**src/rtl/corefifo_fwft_pipe.sv**
```systemverilog
// First-word-fall-through read stage for CoreFIFO. It supports a parametrised RAM read latency and prefetch depth.
// Optional sticky underrun flag and counter, enabled with the COREFIFO_FWFT_PIPE_ERR_EN macro.
module corefifo_fwft_pipe #(
    parameter int unsigned RWIDTH     = 8,
    parameter int unsigned RD_LATENCY = 1,
    parameter int unsigned PF_DEPTH   = 4,
    parameter int unsigned AE_THRESH  = 1,
    parameter int unsigned LVL_W      = 5
) (
    input  logic              clk,
    input  logic              rst,
    input  logic              fifo_empty,
    output logic              fifo_rd_en,
    input  logic [RWIDTH-1:0] fifo_dout,
    input  logic              rd_en,
    output logic [RWIDTH-1:0] dout,
    output logic              empty,
    output logic              aempty,
    output logic [LVL_W-1:0]  level,
    output logic              rd_err
);

    localparam int unsigned PW = (PF_DEPTH > 1) ? $clog2(PF_DEPTH) : 1;
    localparam int unsigned CW = LVL_W + 2;

    logic [RD_LATENCY-1:0] vld_sr;
    logic [RWIDTH-1:0]     mem [PF_DEPTH];
    logic [PW-1:0]         wptr;
    logic [PW-1:0]         rptr;
    logic [PW-1:0]         rptr_inc_c;
    logic [LVL_W-1:0]      level_nxt_c;
    logic [CW-1:0]         inflight_c;
    logic [CW-1:0]         credit_c;
    logic                  pop_c;
    logic                  cap_c;

    function automatic logic [PW-1:0] ptr_inc(input logic [PW-1:0] p);
        return (p == PW'(PF_DEPTH - 1)) ? '0 : p + PW'(1);
    endfunction

    // Credit rule: words held plus words in flight never exceed the buffer depth.
    always_comb begin
        pop_c       = rd_en && !empty;
        cap_c       = vld_sr[RD_LATENCY-1];
        inflight_c  = CW'($countones(vld_sr));
        credit_c    = CW'(level) + inflight_c - CW'(pop_c);
        fifo_rd_en  = rst && !fifo_empty && (credit_c < CW'(PF_DEPTH));
        rptr_inc_c  = ptr_inc(rptr);
        level_nxt_c = level;
        if (cap_c && !pop_c) begin
            level_nxt_c = level + LVL_W'(1);
        end else if (!cap_c && pop_c) begin
            level_nxt_c = level - LVL_W'(1);
        end
    end

    // In-flight valid pipeline: stage 0 is the read issued this cycle.
    always_ff @(posedge clk or negedge rst) begin
        if (!rst) begin
            vld_sr <= '0;
        end else begin
            vld_sr[0] <= fifo_rd_en;
            for (int i = 1; i < RD_LATENCY; i++) begin
                vld_sr[i] <= vld_sr[i-1];
            end
        end
    end

    always_ff @(posedge clk) begin
        if (cap_c) begin
            mem[wptr] <= fifo_dout;
        end
    end

    // Pointers, level/flags and the head register that presents dout.
    always_ff @(posedge clk or negedge rst) begin
        if (!rst) begin
            wptr   <= '0;
            rptr   <= '0;
            level  <= '0;
            empty  <= 1'b1;
            aempty <= 1'b1;
            dout   <= '0;
        end else begin
            if (cap_c) begin
                wptr <= ptr_inc(wptr);
            end
            if (pop_c) begin
                rptr <= rptr_inc_c;
            end
            level  <= level_nxt_c;
            empty  <= (level_nxt_c == '0);
            aempty <= (CW'(level_nxt_c) <= CW'(AE_THRESH));
            // Next head is the captured word when nothing else remains buffered.
            if (cap_c && ((level == '0) || (pop_c && (level == LVL_W'(1))))) begin
                dout <= fifo_dout;
            end else if (pop_c && (level > LVL_W'(1))) begin
                dout <= mem[rptr_inc_c];
            end
        end
    end

`ifdef COREFIFO_FWFT_PIPE_ERR_EN
    logic [7:0] urun_cnt;

    // Sticky underrun flag plus a saturating debug count of underrun attempts.
    always_ff @(posedge clk or negedge rst) begin
        if (!rst) begin
            rd_err   <= 1'b0;
            urun_cnt <= '0;
        end else if (rd_en && empty) begin
            rd_err <= 1'b1;
            if (urun_cnt != 8'hFF) begin
                urun_cnt <= urun_cnt + 8'd1;
            end
        end
    end
`else
    assign rd_err = 1'b0;
`endif

endmodule

```
**config.mk**
```make
export PLATFORM = sky130hd
export DESIGN_NAME = corefifo_fwft_pipe
export DESIGN_NICKNAME = d
export VERILOG_FILES = /design/src/rtl/corefifo_fwft_pipe.sv
export SDC_FILE = /design/constraint.sdc
export NUM_CORES = 1
export LEC_CHECK = 0
export ABC_AREA = 1
export CORE_MARGIN = 2
export CORE_UTILIZATION = 61
export CTS_CLUSTER_DIAMETER = 50
export DETAILED_ROUTE_END_ITERATION = 10
export PLACE_DENSITY_LB_ADDON = 0.08
export SLEW_MARGIN = 20
export SYNTH_ARGS = -nofsm -noshare
export SYNTH_HDL_FRONTEND = slang
export SYNTH_SLANG_ARGS = --single-unit
```
**constraint.sdc**
```tcl
create_clock -name clk -period 4.4 [get_ports clk]
set_input_delay 0.44 -clock clk [delete_from_list [all_inputs] [get_ports clk]]
set_output_delay 0.44 -clock clk [all_outputs]
set_load 0.03 [all_outputs]
```
# After elaboration in Yosys (flattened, before gate mapping)

Memories as Yosys holds them, arrays and structs flattened.
Index checks and enable logic that the tools add are counted.

Flip-flop bits (word level): 20
Memories kept: 1
Memory bits (writable): 32

Memory list:

| name | words | width | read ports | clocked after Yosys merged registers in | wr ports | line | text |
|---|---|---|---|---|---|---|---|
| mem  | 4     | 8     | 1          | 0                                       | 1        | 27   | `logic [RWIDTH-1:0] mem [PF_DEPTH];` |

Reductions and logical operators: 16
Multiplexer cells: 8
Eq/ne operators: 3
$add $sub $neg: 6
$lt $le $gt $ge: 3

Operators with widths:

| kind                                                           | count |
|---|---|
| two-way mux 8 bit                                              | 2 |
| zero test 5 bit                                                | 2 |
| two-way mux 5 bit                                              | 2 |
| logical AND 1 bit                                              | 8 |
| less-than comparator 7 x 3 -> 1 bit, second input constant     | 1 |
| subtractor 6 x 1 -> 7 bit                                      | 1 |
| adder 5 x 1 -> 6 bit                                           | 1 |
| adder 5 x 1 -> 5 bit, second input constant                    | 1 |
| == test 5 x 1 -> 1 bit, second input constant                  | 1 |
| greater-than comparator 5 x 1 -> 1 bit, second input constant  | 1 |
| less-or-equal comparator 5 x 1 -> 1 bit, second input constant | 1 |
| subtractor 5 x 1 -> 5 bit, second input constant               | 1 |
| adder 2 x 1 -> 2 bit, second input constant                    | 2 |
| == test 2 bit, second input constant                           | 2 |
| zero test 1 bit                                                | 4 |
| two-way mux 2 bit                                              | 2 |
| two-way mux 1 bit                                              | 2 |
| nonzero test 2 bit                                             | 1 |
| logical OR 1 bit                                               | 1 |

# Depth between registers and ports, before layout

Depth after elaboration: 6
Depth in mapped cells: 11
Mapped depth without buffers: 11

# Worst setup path before layout

No wires, ideal clock.

Path type: reg-to-output
Start point: register level[2]
End point: output port fifo_rd_en
Slack: 1.793 ns
Arrival: 2.167 ns
Buffers on the path: 0
Stages on the path, launching flop included: 12
Data required time: 3.960 ns
Cells stage by stage: dfrtp_1 > inv_1 > ha_1 > nor2_1 > inv_1 > nor2_1 > nand3_1 > nand2_1 > nor2_1 > a21oi_2 > nand3_1 > nor2_1

Cells in the longest elaborated chain, start to end: 4

Ends and longest elaborated chain:

| what                                | line | text |
|---|---|---|
| start: declaration                  | 19   | `output logic [LVL_W-1:0] level,` |
| start signal: assignment            | 91   | `level <= level_nxt_c;` |
| adder 5 x 1 -> 6 bit                | 46   | `credit_c = CW'(level) + inflight_c - CW'(pop_c);` |
| subtractor 6 x 1 -> 7 bit           | 46   |  |
| less-than comparator 7 x 3 -> 1 bit | 47   | `fifo_rd_en = rst && !fifo_empty && (credit_c < CW'(PF_DEPTH));` |
| logical AND 1 bit                   | 47   |  |
| end: declaration                    | 13   | `output logic fifo_rd_en,` |

Every way passes these cells.

# Worst setup path in the final report

Start point: input port rd_en
End point: output port fifo_rd_en

Cells in the longest elaborated chain, start to end: 4

Ends and longest elaborated chain:

| what                                | line | text |
|---|---|---|
| start: declaration                  | 15   | `input logic rd_en,` |
| logical AND 1 bit                   | 43   | `pop_c = rd_en && !empty;` |
| subtractor 6 x 1 -> 7 bit           | 46   |  |
| less-than comparator 7 x 3 -> 1 bit | 47   |  |
| logical AND 1 bit                   | 47   |  |

Every way passes these cells.

==> summary.md <==
| Metric | Value |
|---|---|
| Outcome | `completed` |
| CP Class | `input pin to output pin` |
| Seq. cell area | `approximately 0.0015 sq mm` |
| Most frequent cells in the layout | `nand2_1 (74), edfxtp_1 (32), inv_1 (30), clkdlybuf4s50_1 (27), ha_1 (20)` |
| Dpl hpwl | `3399 um` |
| Rows | `24` |
| Syn avg cell area | `around 10 sq um` |
| DRC | `0` |
| Antenna cells | `0` |
| Vias in the first global route | `1760` |
| Post-synth EDFFs | `32` |
| Proportion of layout cells with a drive suffix above 1 | `between 10% and 20%` |
| Antenna violations before repair | `0` |
| Max-Cap Viols | `0` |
| Min-Delay Path Class | `input pin to asynchronous set/reset pin` |
| Max-slew violation count | `0` |
| Share of flip-flops with an asynchronous set or reset | `about two fifths` |
| Worst path required time | `approximately 4 ns` |
| WHS | `slightly below 0.5 ns` |
| Worst-path clk slew | `0.10 ns` |
| Antenna-violating nets left | `0` |
| Count of final hold-check violations | `0` |
| Wire length per cell | `approximately 14 um` |
| Biggest cell delay along the critical path | `0.68 ns` |
| Syn Std Cell Area | `about 0.0027 sq mm` |
| Iteration-0 DRC Markers | `67` |
| Final setup viols | `0` |
| Total number of vias | `around 1900` |
| PostCTS Resize Cnt | `0` |
| Io pins | `29` |
| CTS tree | `done` |
| Root Driver | `clkbuf_8` |
| Worst EP arrival | `around 2.9 ns` |
| NumNets Final | `roughly 340` |
| Setup TNS | `0 ns` |
| Chip height | `between 70 and 80 um` |
| VDD IR max | `0.4195 mV` |
| Final Critical Period | `roughly 3.3 ns` |
| Worst-margin pin slew | `0.5060 ns` |
| Via density | `5.174` |
| CP Cell Sequence | `clkdlybuf4s50_1 > nand3_2 > ha_1 > nand2_1 > nor2_1 > nand3_1 > nand2_1 > nor2_1 > a21oi_2 > nand3_1 > nor2_1 > clkdlybuf4s50_1` |
| Die area | `0.005042 sq mm` |
| Crit path launch type | `input pin` |
| CTS H-tree lvls | `2` |
| Gr usage total | `20.88%` |
| Cell mode on critical path | `nor2_1` |
| Leak | `about 1.4 nW` |
| Pre-Repair DR Iteration Count | `4` |
| Largest net degree at the start of global routing | `22` |
| Worst clock skew | `between 0.01 and 0.015 ns` |
| Tcrit/Tclk final | `76.03%` |
| Top_reg_cell synth | `edfxtp_1` |
| Yosys Warn Count | `0` |
| Setup Fix Bufs, Post-CTS | `0` |
| Cell Pwr Density | `between 600 and 700 mW/mm^2` |
| Die X | `approximately 70 um` |
| Seq/Total Area, Yosys | `between 50 and 60%` |
| Max_slew headroom | `approximately 66%` |
| Starting Density | `62.90%` |
| Area growth syn-to-layout | `14.07%` |
| Multi-input gate area | `0.001096 sq mm` |
| Fillers | `between 300 and 400` |
| First-pass GRT wire length | `between 8000 and 9000 um` |
| R2R depth | `9` |
| Worst setup EP type | `output pin` |
| FMAX | `between 200 and 300 MHz` |
| Hold Buf Count CTS | `0` |
| Clk buf depth | `2` |
| Port Buffers | `27` |
| Yosys cell types | `32` |
| Routed wire length | `between 4000 and 5000 um` |
| TritonCTS Buffers | `5` |
| #FFs+latches synth | `52` |
| Total congestion overflow | `0` |
| Synthesized netlist cell count | `~280` |
| CP max-delay cell | `clkdlybuf4s50_1` |
| Clock sinks | `52` |
| Core Region | `roughly 0.0044 sq mm` |
| Most common cell after layout, fill and taps aside | `nand2_1` |
| Crit Path Max Fanout | `6` |
| Clk Latency, worst-skew pair | `roughly 0.3 ns` |
| Placer congestion estimate | `roughly 0.90` |
| RSZ-0062 raised after global routing | `false` |
| Post-Syn Nets | `approximately 310` |
state kept, by name, indices dropped and copies added (netlist names):
register and flops:
wptr 2, dout 8, rptr 2, mem 32, level 5, aempty 1, cap_c 1, empty 1
power by group:
part	switching (mW)	internal (mW)	total [mW]
logic	0.733	0.438	1.17
registers	0.0939	0.614	0.708
clock network	0.155	0.113	0.268
metrics by stage:
stage	setup slack, ns	total power, mW	utilization (%)	area [sq um]	instances
2_1_floorplan	1.793	1.575	-	2739	281
3_3_place_gp	1.103	1.875	69.68	3034	354
3_5_place_dp	1.046	1.888	69.68	3034	354
4_1_cts	1.040	2.160	71.75	3124	362
5_1_grt	0.8523	2.336	71.75	3124	362
6_report	1.055	2.148	71.75	3124	362
cells by family (layout without fill, tap and decap cells):
family / after synthesis / count (layout) / share of synthesized area (%)
flops: 52 / 52 / 53.45
compound gates: 44 / 44 / 10.74
other cells: 1 / 1 / 0.1369
xor+xnor: 2 / 2 / 0.6397
simple gates: 120 / 120 / 19.37
buf+inv: 42 / 71 / 6.533
fa+ha+maj: 20 / 20 / 9.137
cell usage after synthesis (4+ instances only):
master | number | area (sq um)
nand2_1 | 74 | 277.8
edfxtp_1 | 32 | 960.9
inv_1 | 30 | 112.6
ha_1 | 20 | 250.2
dfrtp_1 | 18 | 450.4
nor2_1 | 17 | 63.81
o21ai_0 | 15 | 75.07
nand3_1 | 12 | 60.06
o211ai_1 | 9 | 67.56
o21ai_1 | 7 | 35.03
inv_2 | 5 | 18.77
nand2_2 | 4 | 25.02
o211ai_2 | 4 | 50.05
o21ai_2 | 4 | 35.03
cell type report:
type	count	share of cell area (%)
Timing Repair Buffer	28	8.891
Clock buffer	5	2.203
Multi-Input combinational cell	187	35.08
Sequential cell	52	46.86
Tap cell	52	2.082
Inverter	35	4.205
Clock inverter	3	0.6808
worst max-delay path: cells and delay by family:
| family | cells | cell delay (ns) |
|---|---|---|
| buffers and inverters | 2 | 1.24 |
| AND/OR/NAND/NOR | 8 | 0.76 |
| adder cells (fa/ha/maj) | 1 | 0.36 |
| AO/OA/AOI/OAI | 1 | 0.10 |
per-layer routing:
layer,GRT usage [%],share of wire (%),routed length (um)
met4,5.660,0.94,46
met1,29.02,49,2392
met2,34.58,46,2278
met3,3.276,3.9,192
met5,0,0,0
worst paths after layout:
kind / startpoint / endpoint / slack [ns]
worst max register to register: level[2] / dout[0] / 2.32
worst min-delay path: rst / dout[5] / 0.48
worst min register to register: dout[5] / dout[5] / 0.49
worst max-delay path: rd_en / fifo_rd_en / 1.05
min in group clk: dout[5] / dout[5] / 0.49
max in group asynchronous: rst / aempty / 3.63
Power figures use the tool's default switching activity.
